[src/rtl/clock_pkg.sv]
// Shared constants for the time/date counter: field indices, widths,
// wrap limits, reset values and the Gregorian leap-year helper.
package clock_pkg;

    // Bit positions of each field inside the adjust select vector
    localparam int FLD_SEC     = 0;
    localparam int FLD_MIN     = 1;
    localparam int FLD_HOUR    = 2;
    localparam int FLD_DAY     = 3;
    localparam int FLD_MONTH   = 4;
    localparam int FLD_YEAR    = 5;
    localparam int FLD_CENTURY = 6;
    localparam int NUM_FIELDS  = 7;

    // Field widths
    localparam int W_SEC     = 6;
    localparam int W_MIN     = 6;
    localparam int W_HOUR    = 5;
    localparam int W_DAY     = 5;
    localparam int W_MONTH   = 4;
    localparam int W_YEAR    = 7;
    localparam int W_CENTURY = 7;

    // Highest legal value of each fixed-range field (day depends on the date)
    localparam logic [W_SEC-1:0]     SEC_MAX     = 6'd59;
    localparam logic [W_MIN-1:0]     MIN_MAX     = 6'd59;
    localparam logic [W_HOUR-1:0]    HOUR_MAX    = 5'd23;
    localparam logic [W_MONTH-1:0]   MONTH_MAX   = 4'd12;
    localparam logic [W_YEAR-1:0]    YEAR_MAX    = 7'd99;
    localparam logic [W_CENTURY-1:0] CENTURY_MAX = 7'd99;

    // Day and month are one-based
    localparam logic [W_DAY-1:0]   DAY_RESET   = 5'd1;
    localparam logic [W_MONTH-1:0] MONTH_RESET = 4'd1;

    // Year 00 of a century is leap only when the century is divisible by 4
    function automatic logic is_leap(input logic [W_YEAR-1:0] year,
                                     input logic [W_CENTURY-1:0] century);
        if (year != '0)
            return (year[1:0] == 2'b00);
        else
            return (century[1:0] == 2'b00);
    endfunction

endpackage

[src/rtl/clock_days_in_month.sv]
// Combinational month-length lookup including the leap-year February.
module clock_days_in_month
    import clock_pkg::*;
(
    input  logic [W_MONTH-1:0]   month,
    input  logic [W_YEAR-1:0]    year,
    input  logic [W_CENTURY-1:0] century,
    output logic [W_DAY-1:0]     max_day
);

    // Thirty days hath September, April, June and November
    always_comb begin
        max_day = 5'd31;
        case (month)
            4'd4, 4'd6, 4'd9, 4'd11: max_day = 5'd30;
            4'd2:                    max_day = is_leap(year, century) ? 5'd29 : 5'd28;
            default:                 max_day = 5'd31;
        endcase
    end

endmodule

[src/rtl/time_date_counter.sv]
// Time/date register set with a one-second prescaler and full carry chain
// in run mode, and per-field carry-free increments in adjust mode.
module time_date_counter
    import clock_pkg::*;
#(
    parameter int CLK_HZ        = 50_000_000,
    parameter int RESET_CENTURY = 20
) (
    input  logic                  clk,
    input  logic                  rst,
    input  logic                  enable_pulse_1s,
    input  logic [NUM_FIELDS-1:0] enable_cnt,
    input  logic                  inc_pulse,
    output logic [W_SEC-1:0]      sec,
    output logic [W_MIN-1:0]      min,
    output logic [W_HOUR-1:0]     hour,
    output logic [W_DAY-1:0]      day,
    output logic [W_MONTH-1:0]    month,
    output logic [W_YEAR-1:0]     year,
    output logic [W_CENTURY-1:0]  century,
    output logic                  tick_1s
);

    localparam int              PW       = $clog2(CLK_HZ);
    localparam logic [PW-1:0]   PRESC_TC = PW'(CLK_HZ - 1);
    localparam logic [W_CENTURY-1:0] CENTURY_RESET = W_CENTURY'(RESET_CENTURY);

    logic [PW-1:0]        presc_reg,   presc_next;
    logic                 tick_reg,    tick_next;
    logic [W_SEC-1:0]     sec_reg,     sec_next;
    logic [W_MIN-1:0]     min_reg,     min_next;
    logic [W_HOUR-1:0]    hour_reg,    hour_next;
    logic [W_DAY-1:0]     day_reg,     day_next,   day_pre;
    logic [W_MONTH-1:0]   month_reg,   month_next;
    logic [W_YEAR-1:0]    year_reg,    year_next;
    logic [W_CENTURY-1:0] century_reg, century_next;

    logic [W_DAY-1:0]      max_day_cur;
    logic [W_DAY-1:0]      max_day_next;
    logic [NUM_FIELDS-1:0] adj_inc;
    logic                  adjust_mode;
    logic                  run_mode;

    assign adjust_mode = (enable_cnt != '0);
    assign run_mode    = !adjust_mode && enable_pulse_1s;

    // Per-field increment strobes; a set select bit already implies adjust mode
    generate
        for (genvar gi = 0; gi < NUM_FIELDS; gi++) begin : g_adj
            assign adj_inc[gi] = inc_pulse & enable_cnt[gi];
        end
    endgenerate

    // Month length of the date currently held, for the day wrap decision
    clock_days_in_month u_dim_cur (
        .month   (month_reg),
        .year    (year_reg),
        .century (century_reg),
        .max_day (max_day_cur)
    );

    // Month length of the date about to be written, for the day clamp
    clock_days_in_month u_dim_next (
        .month   (month_next),
        .year    (year_next),
        .century (century_next),
        .max_day (max_day_next)
    );

    // Prescaler, second carry chain and adjust increments (day before clamp)
    always_comb begin
        presc_next   = '0;
        tick_next    = 1'b0;
        sec_next     = sec_reg;
        min_next     = min_reg;
        hour_next    = hour_reg;
        day_pre      = day_reg;
        month_next   = month_reg;
        year_next    = year_reg;
        century_next = century_reg;

        if (run_mode) begin
            if (presc_reg == PRESC_TC) begin
                presc_next = '0;
                tick_next  = 1'b1;
                if (sec_reg != SEC_MAX) begin
                    sec_next = sec_reg + 1'b1;
                end else begin
                    sec_next = '0;
                    if (min_reg != MIN_MAX) begin
                        min_next = min_reg + 1'b1;
                    end else begin
                        min_next = '0;
                        if (hour_reg != HOUR_MAX) begin
                            hour_next = hour_reg + 1'b1;
                        end else begin
                            hour_next = '0;
                            if (day_reg < max_day_cur) begin
                                day_pre = day_reg + 1'b1;
                            end else begin
                                day_pre = DAY_RESET;
                                if (month_reg != MONTH_MAX) begin
                                    month_next = month_reg + 1'b1;
                                end else begin
                                    month_next = MONTH_RESET;
                                    if (year_reg != YEAR_MAX) begin
                                        year_next = year_reg + 1'b1;
                                    end else begin
                                        year_next    = '0;
                                        century_next = (century_reg == CENTURY_MAX) ?
                                                       '0 : century_reg + 1'b1;
                                    end
                                end
                            end
                        end
                    end
                end
            end else begin
                presc_next = presc_reg + 1'b1;
            end
        end else begin
            if (adj_inc[FLD_SEC])
                sec_next = (sec_reg == SEC_MAX) ? '0 : sec_reg + 1'b1;
            if (adj_inc[FLD_MIN])
                min_next = (min_reg == MIN_MAX) ? '0 : min_reg + 1'b1;
            if (adj_inc[FLD_HOUR])
                hour_next = (hour_reg == HOUR_MAX) ? '0 : hour_reg + 1'b1;
            if (adj_inc[FLD_DAY])
                day_pre = (day_reg >= max_day_cur) ? DAY_RESET : day_reg + 1'b1;
            if (adj_inc[FLD_MONTH])
                month_next = (month_reg == MONTH_MAX) ? MONTH_RESET : month_reg + 1'b1;
            if (adj_inc[FLD_YEAR])
                year_next = (year_reg == YEAR_MAX) ? '0 : year_reg + 1'b1;
            if (adj_inc[FLD_CENTURY])
                century_next = (century_reg == CENTURY_MAX) ? '0 : century_reg + 1'b1;
        end
    end

    // Pull the day down to the last day of the resulting month if it overshoots
    assign day_next = (day_pre > max_day_next) ? max_day_next : day_pre;

    // State registers
    always_ff @(posedge clk) begin
        if (rst) begin
            presc_reg   <= '0;
            tick_reg    <= 1'b0;
            sec_reg     <= '0;
            min_reg     <= '0;
            hour_reg    <= '0;
            day_reg     <= DAY_RESET;
            month_reg   <= MONTH_RESET;
            year_reg    <= '0;
            century_reg <= CENTURY_RESET;
        end else begin
            presc_reg   <= presc_next;
            tick_reg    <= tick_next;
            sec_reg     <= sec_next;
            min_reg     <= min_next;
            hour_reg    <= hour_next;
            day_reg     <= day_next;
            month_reg   <= month_next;
            year_reg    <= year_next;
            century_reg <= century_next;
        end
    end

    assign sec     = sec_reg;
    assign min     = min_reg;
    assign hour    = hour_reg;
    assign day     = day_reg;
    assign month   = month_reg;
    assign year    = year_reg;
    assign century = century_reg;
    assign tick_1s = tick_reg;

endmodule

[config.mk]
export PLATFORM = sky130hd
export DESIGN_NAME = time_date_counter
export DESIGN_NICKNAME = d
export VERILOG_FILES = /design/src/rtl/clock_pkg.sv /design/src/rtl/clock_days_in_month.sv /design/src/rtl/time_date_counter.sv
export SDC_FILE = /design/constraint.sdc
export NUM_CORES = 1
export LEC_CHECK = 0
export CAP_MARGIN = 20
export CORE_MARGIN = 4
export CORE_UTILIZATION = 40
export CTS_CLUSTER_DIAMETER = 30
export DETAILED_ROUTE_END_ITERATION = 6
export GPL_TIMING_DRIVEN = 0
export PLACE_DENSITY = 0.71
export SETUP_SLACK_MARGIN = 0.3
export SLEW_MARGIN = 0
export SYNTH_ARGS = -nofsm -noshare
export SYNTH_HDL_FRONTEND = slang
export SYNTH_SLANG_ARGS = --single-unit
[constraint.sdc]
create_clock -name clk -period 12.2 [get_ports clk]
set_input_delay 1.22 -clock clk [delete_from_list [all_inputs] [get_ports clk]]
set_output_delay 1.22 -clock clk [all_outputs]
set_load 0.1 [all_outputs]
**After elaboration in Yosys (flattened, before gate mapping)**

Index checks and enable logic that the tools add are counted.

- Register bits after elaboration: 67
- Input bits: 11

- Equality and inequality tests: 29
- Order comparisons: 3
- Add/sub/neg operators: 8
- Reductions and logical operators: 21
- Bitwise logic cells: 8
- Multiplexer cells: 65

Operators by type and width:

| operator | count |
|---|---|
| 2-to-1 mux 7 bit | 20 |
| 2-to-1 mux 5 bit | 16 |
| 2-to-1 mux 6 bit | 11 |
| 2-to-1 mux 4 bit | 9 |
| adder 26 x 1 -> 26 bit, second input constant | 1 |
| == test 26 bit, second input constant | 1 |
| nonzero test 7 bit | 3 |
| == test 4 bit, second input constant | 5 |
| case mux 5 bit (2 select lines) | 2 |
| == test 4 x 3 -> 1 bit, second input constant | 4 |
| adder 7 x 1 -> 7 bit, second input constant | 2 |
| == test 7 bit, second input constant | 2 |
| adder 6 x 1 -> 6 bit, second input constant | 2 |
| == test 6 bit, second input constant | 2 |
| inequality test 2 bit, second input constant | 6 |
| inequality test 6 bit, second input constant | 2 |
| adder 5 x 1 -> 5 bit, second input constant | 2 |
| == test 4 x 2 -> 1 bit, second input constant | 2 |
| logical NOT 2 bit | 4 |
| AND reduction 8 bit | 1 |
| nonzero test 2 bit | 4 |
| OR reduction 4 bit | 2 |
| bitwise AND 1 bit | 7 |
| 2-to-1 mux 1 bit | 7 |
| other kinds (17) | 17 |

**Logic depth before layout (Yosys ltp)**

- Depth in word-level cells: 19
- Depth in mapped cells: 24

**Hierarchy**

From an unflattened synthesis, not the netlist that was laid out.

- Cell total of the unflattened synthesis: 504
- Area, all modules: 4111.4 um^2

Modules (own cells, without submodules):

| module | area each (um^2) | instances | sequential area each (um^2) | cells an instance |
|---|---|---|---|---|
| time_date_counter | 3931.3 | 1 | 1341.3 | 480 |
| clock_days_in_month | 90.1 | 2 | 0.0 | 12 |

**Worst setup path before layout**

Ideal clock, no wire load.

- Kind: register to register
- Start point: register month_reg[0], in the netlist month[0]
- End point: register day_reg[1], in the netlist day[1]
- Clock period less this slack: 4892 ps
- Stages on the path, launching flop included: 22
- Data required time: 12129 ps
- Slack: 7308 ps
- Setup time: 71 ps
- Arrival: 4822 ps
- Path through: dfxtp_1 > inv_1 > ha_1 > nor3b_1 > ha_1 > nand2b_1 > a21oi_1 > and3_1 > a22o_1 > buf_2 > nand4b_1 > o211ai_1 > nor3b_1 > o21a_1 > nor2_1 > ha_1 > nand2_1 > o21ai_0 > a311oi_1 > nand4_1 > or2_0 > a21oi_1

- Longest elaborated chain between the ends: 17
- Elaborated cells on any way between the ends: 58
- Those cells by class: 1 x add/sub; 3 x order compare; 12 x eq/ne; 37 x mux; 5 x reduce/logical

Ends and longest elaborated chain:

| item | RTL line | source |
|---|---|---|
| start, declared | time_date_counter.sv:34 | `logic [W_MONTH-1:0] month_reg, month_next;` |
| start signal, assigned | time_date_counter.sv:161 | `month_reg <= month_next;` |
| == test 4 x 3 -> 1 bit or == test 4 bit (tied branches) | clock_days_in_month.sv:14 | `case (month)` |
| OR reduction 4 bit | clock_days_in_month.sv:14 |  |
| case mux 5 bit (2 select lines) | clock_days_in_month.sv:14 |  |
| < comparator 5 bit | time_date_counter.sv:98 | `if (day_reg < max_day_cur) begin` |
| 2-to-1 mux 7 bit | time_date_counter.sv:98 |  |
| 2-to-1 mux 7 bit | time_date_counter.sv:94 | `if (hour_reg != HOUR_MAX) begin` |
| 2-to-1 mux 7 bit | time_date_counter.sv:90 | `if (min_reg != MIN_MAX) begin` |
| 2-to-1 mux 7 bit | time_date_counter.sv:86 | `if (sec_reg != SEC_MAX) begin` |
| 2-to-1 mux 7 bit | time_date_counter.sv:83 | `if (presc_reg == PRESC_TC) begin` |
| 2-to-1 mux 7 bit | time_date_counter.sv:82 | `if (run_mode) begin` |
| nonzero test 7 bit (tied with other cells) | clock_pkg.sv:39 | `if (year != '0)` |
| 2-to-1 mux 1 bit | clock_pkg.sv:39 |  |
| 2-to-1 mux 1 bit | clock_days_in_month.sv:14 |  |
| 2-to-1 mux 1 bit | clock_days_in_month.sv:16 | `4'd2: max_day = is_leap(year, century) ? 5'd29 : 5'd28;` |
| case mux 5 bit (2 select lines) | clock_days_in_month.sv:14 |  |
| greater-than comparator 5 bit | time_date_counter.sv:140 | `assign day_next = (day_pre > max_day_next) ? max_day_next : day_pre;` |
| 2-to-1 mux 5 bit (*) | time_date_counter.sv:140 |  |
| end signal, assigned | time_date_counter.sv:160 | `day_reg <= day_next;` |
| end, declared | time_date_counter.sv:33 | `logic [W_DAY-1:0] day_reg, day_next, day_pre;` |

Every way passes the cells marked *; elsewhere a longest branch is shown, timed or not. The select of a mux whose other input is x is not followed.
A chain may end at the register's enable or synchronous reset.

**Worst setup path in the final report**

- Start point: register year_reg[4], in the netlist year[4]
- End point: register day_reg[1], in the netlist day[1]

- Longest elaborated chain between the ends: 19
- Elaborated cells on any way between the ends: 57
- Those cells by class: 1 x add/sub; 3 x order compare; 7 x eq/ne; 41 x mux; 5 x reduce/logical

Ends and longest elaborated chain:

| item | RTL line | source |
|---|---|---|
| start, declared | time_date_counter.sv:35 | `logic [W_YEAR-1:0] year_reg, year_next;` |
| start signal, assigned | time_date_counter.sv:162 | `year_reg <= year_next;` |
| nonzero test 7 bit | clock_pkg.sv:39 |  |
| 2-to-1 mux 1 bit | clock_pkg.sv:39 |  |
| 2-to-1 mux 1 bit | clock_days_in_month.sv:14 |  |
| 2-to-1 mux 1 bit | clock_days_in_month.sv:16 |  |
| case mux 5 bit (2 select lines) | clock_days_in_month.sv:14 |  |
| < comparator 5 bit | time_date_counter.sv:98 |  |
| 2-to-1 mux 7 bit | time_date_counter.sv:98 |  |
| 2-to-1 mux 7 bit | time_date_counter.sv:94 |  |
| [... 3 more ...] | - |  |
| 2-to-1 mux 7 bit | time_date_counter.sv:82 |  |
| nonzero test 7 bit (tied with other cells) | clock_pkg.sv:39 |  |
| 2-to-1 mux 1 bit | clock_pkg.sv:39 |  |
| 2-to-1 mux 1 bit | clock_days_in_month.sv:14 |  |
| 2-to-1 mux 1 bit | clock_days_in_month.sv:16 |  |
| case mux 5 bit (2 select lines) | clock_days_in_month.sv:14 |  |
| greater-than comparator 5 bit | time_date_counter.sv:140 |  |
| 2-to-1 mux 5 bit (*) | time_date_counter.sv:140 |  |

Marked as above.

==> impl_results.md <==
* Cells after synthesis at 444
* Largest register FFs at 26
* N_diodes at 0
* Root Driver: clkbuf_8
* GP Congestion at 0.861
* Clock Skew at 8.75 ps
* Antenna violations before repair at 0
* Share of layout cells above drive strength 1 at 5.68%
* Fin nets at 534
* Critical path fanouts, max at 10
* P_leak at 1.59 nW
* Post-synth ARST share at 0%
* PortBufs at 51
* Post-route ant nets at 0
* EDFF count, synth at 0
* Core area at 0.00876 mm^2
* Met2 Use GR at 25.3%
* # H-tree levels at 3
* Routing usage on met3 at 3.15%
* Top-area cell type share of the netlist area at 36.9%
* Worst-Skew Late Latency at 350 ps
* Period utilization at 43.1%
* Rel. slew slack at 34.6%
* Unrepaired setup endpoints after global routing: no
* Status: completed
* CTS hold repair buffers at 0
* Worst IR drop on VDD at 0.0769 mV
* Post-synthesis average cell area at 8.19 um^2
* Setup CP Type: reg2reg
* Warnings from Yosys at 0
* Post-DP HPWL at 6.35 mm
* Fmax achieved at 190 MHz
* Data arrival time of the critical path at 5550 ps
* Top cells by area, synth: dfxtp_1, nor2_1, ha_1
* Crit start category: flip-flop
* Routed len/inst at 13.7 um
* Synthesis-to-layout area growth at 23.3%
* GRT Overall Usage at 16.6%
* Number of I/O pins at 52
* Final wirelength at 8.45 mm
* Library cells used by synthesis at 58
* Final setup vio count at 0
* Worst Path Required at 12490 ps
* Postcts setup bufs at 0
* Max cap viols at 0
* Post-CTS Resized at 0
* Ys flop type: dfxtp_1
* Final worst setup slack at 6940 ps
* Type of the most critical hold path: reg2reg
* First-pass GRT wire length at 14.2 mm
* Crit path time final at 5260 ps
* Die Ht at 103 um
* DR iter-0 viols at 153
* Mapped Area at 0.00364 mm^2
* Worst-path clk slew at 80 ps
* Vias/cell at 5.42
* Clock sink total at 67
* Area of placed instances at 0.00428 mm^2
* Finished Cell Area at 0.00448 mm^2
* Num CTS Buffers at 9
* Total negative slack at 0 ps
* Power density cells at 106 mW/mm^2
* Die width at 103 um
* Largest net degree at the start of global routing at 14
* Place WS at 6610 ps
* Grt met1 use at 23.4%
* CTS tree: done
* Global routing's busiest layer: met2
* Syn nets at 472
* Critical Path Sink Type: flip-flop
* Initial core utilization at 41.5%
* Worst slew pin tran at 978 ps
* Num rows at 34
* GRT overflow at 0
* Seq cells post-synth at 67
* DRC at 0
* Sequential fraction of the synthesis area at 36.9%
* Drt first pass iters at 5
* Pins over their slew limit at 0
* Full die area at 0.0107 mm^2
* Fin. Hold Viols at 0
* Clock tree buffer depth at 2
* Vias at 3355
* Synth area leader: dfxtp_1
* Vias in the first global route at 3074
-- critical path: stages, from the launching register on --
cell and delay [ps]:
dfxtp_1 380, or4_1 530, o31ai_1 370, a21oi_1 140
ha_1 180, nand2b_1 150, a21oi_1 470, and3_1 320
a22o_1 190, buf_2 210, nand4b_1 120, o211ai_1 140
nor3b_1 400, o21a_1 210, nor2_1 50, ha_1 270
nand2_1 60, o21ai_0 120, a311oi_1 280, nand4_1 220
or2_0 260, a21oi_1 120
-- cells by family (layout without fill, tap and decap cells) --
logic type / Yosys count / after routing / synth area share (%)
xor gates and xnor gates: 38 / 38 / 9.15
buffers and inverters: 28 / 95 / 2.96
adders and majority gates: 17 / 17 / 5.85
DFF: 67 / 67 / 36.9
muxes: 6 / 6 / 1.69
and+or+nand+nor: 219 / 219 / 31.4
AOI/OAI and AO/OA: 69 / 69 / 12.1
-- area by class of cell --
type	instances	area, um^2
multi-input combinational	349	2190
inverter	16	60.1
fill	835	4280
tap	108	135
buffer	12	47.5
clock buffer	9	124
sequential	67	1340
timing repair buffer	51	510
clock inverter	7	76.3
-- cells in the mapped netlist, drive strengths merged (13+ instances only) --
cell type  count
nand4         13
nand3         27
xnor2         20
dfxtp         67
o21ai         19
nor2          79
ha            17
nand2         31
xor2          18
a21oi         18
inv           16
-- worst paths after layout --
kind,from,end,slack (ps),cells past startpoint
worst max register to register,year[4],day[1],6940,21
worst min register to register,presc_reg[0],presc_reg[0],450,1
worst max-delay path,year[4],day[1],6940,21
worst min-delay path,presc_reg[0],presc_reg[0],450,1
-- metrics by stage --
step | hold slack, ps | utilization, % | power [mW] | cells
global placement | 426 | 48.9 | 0.291 | 603
finish | 448 | 51.2 | 0.476 | 619
detailed placement | 439 | 48.9 | 0.292 | 603
floorplan | 413 | - | 0.275 | 444
CTS | 450 | 51.2 | 0.482 | 619
global route | 460 | 51.2 | 0.495 | 619
-- where the power goes --
group          switching [mW]  internal [mW]  total (mW)  leakage [nW]
combinational          0.0422         0.0195      0.0616         0.947
clock                  0.0920         0.0960       0.188         0.102
sequential            0.00442          0.222       0.226         0.542
-- routing by layer --
| layer | wire length, um | vias up |
|---|---|---|
| met1 | 4060 | 1555 |
| met4 | 133 | 0 |
| met5 | 0 | - |
| li1 | - | 1686 |
| met2 | 3740 | 100 |
| met3 | 516 | 14 |
-- placed cells by master (no fill, tap or decap), types with 3 or more instances in the layout --
cell type and n:
or3_1 8, nand2b_1 5, clkbuf_1 9, nor2b_1 5, a22o_1 3, nor3_1 7, nand4_1 13, and2_1 5
a21o_1 4, a21oi_1 18, nand2_1 31, and3_1 9, a31oi_1 5, dfxtp_1 67, ha_1 17, inv_1 16
nand3b_1 4, nor3b_1 5, a211oi_1 3, nor2_1 79, xnor2_1 20, mux2i_1 5, o21ai_0 18, clkdlybuf4s50_1 51
nor4_1 5, nand3_1 25, xor2_1 18, clkbuf_8 9
Power figures use the tool's default switching activity.
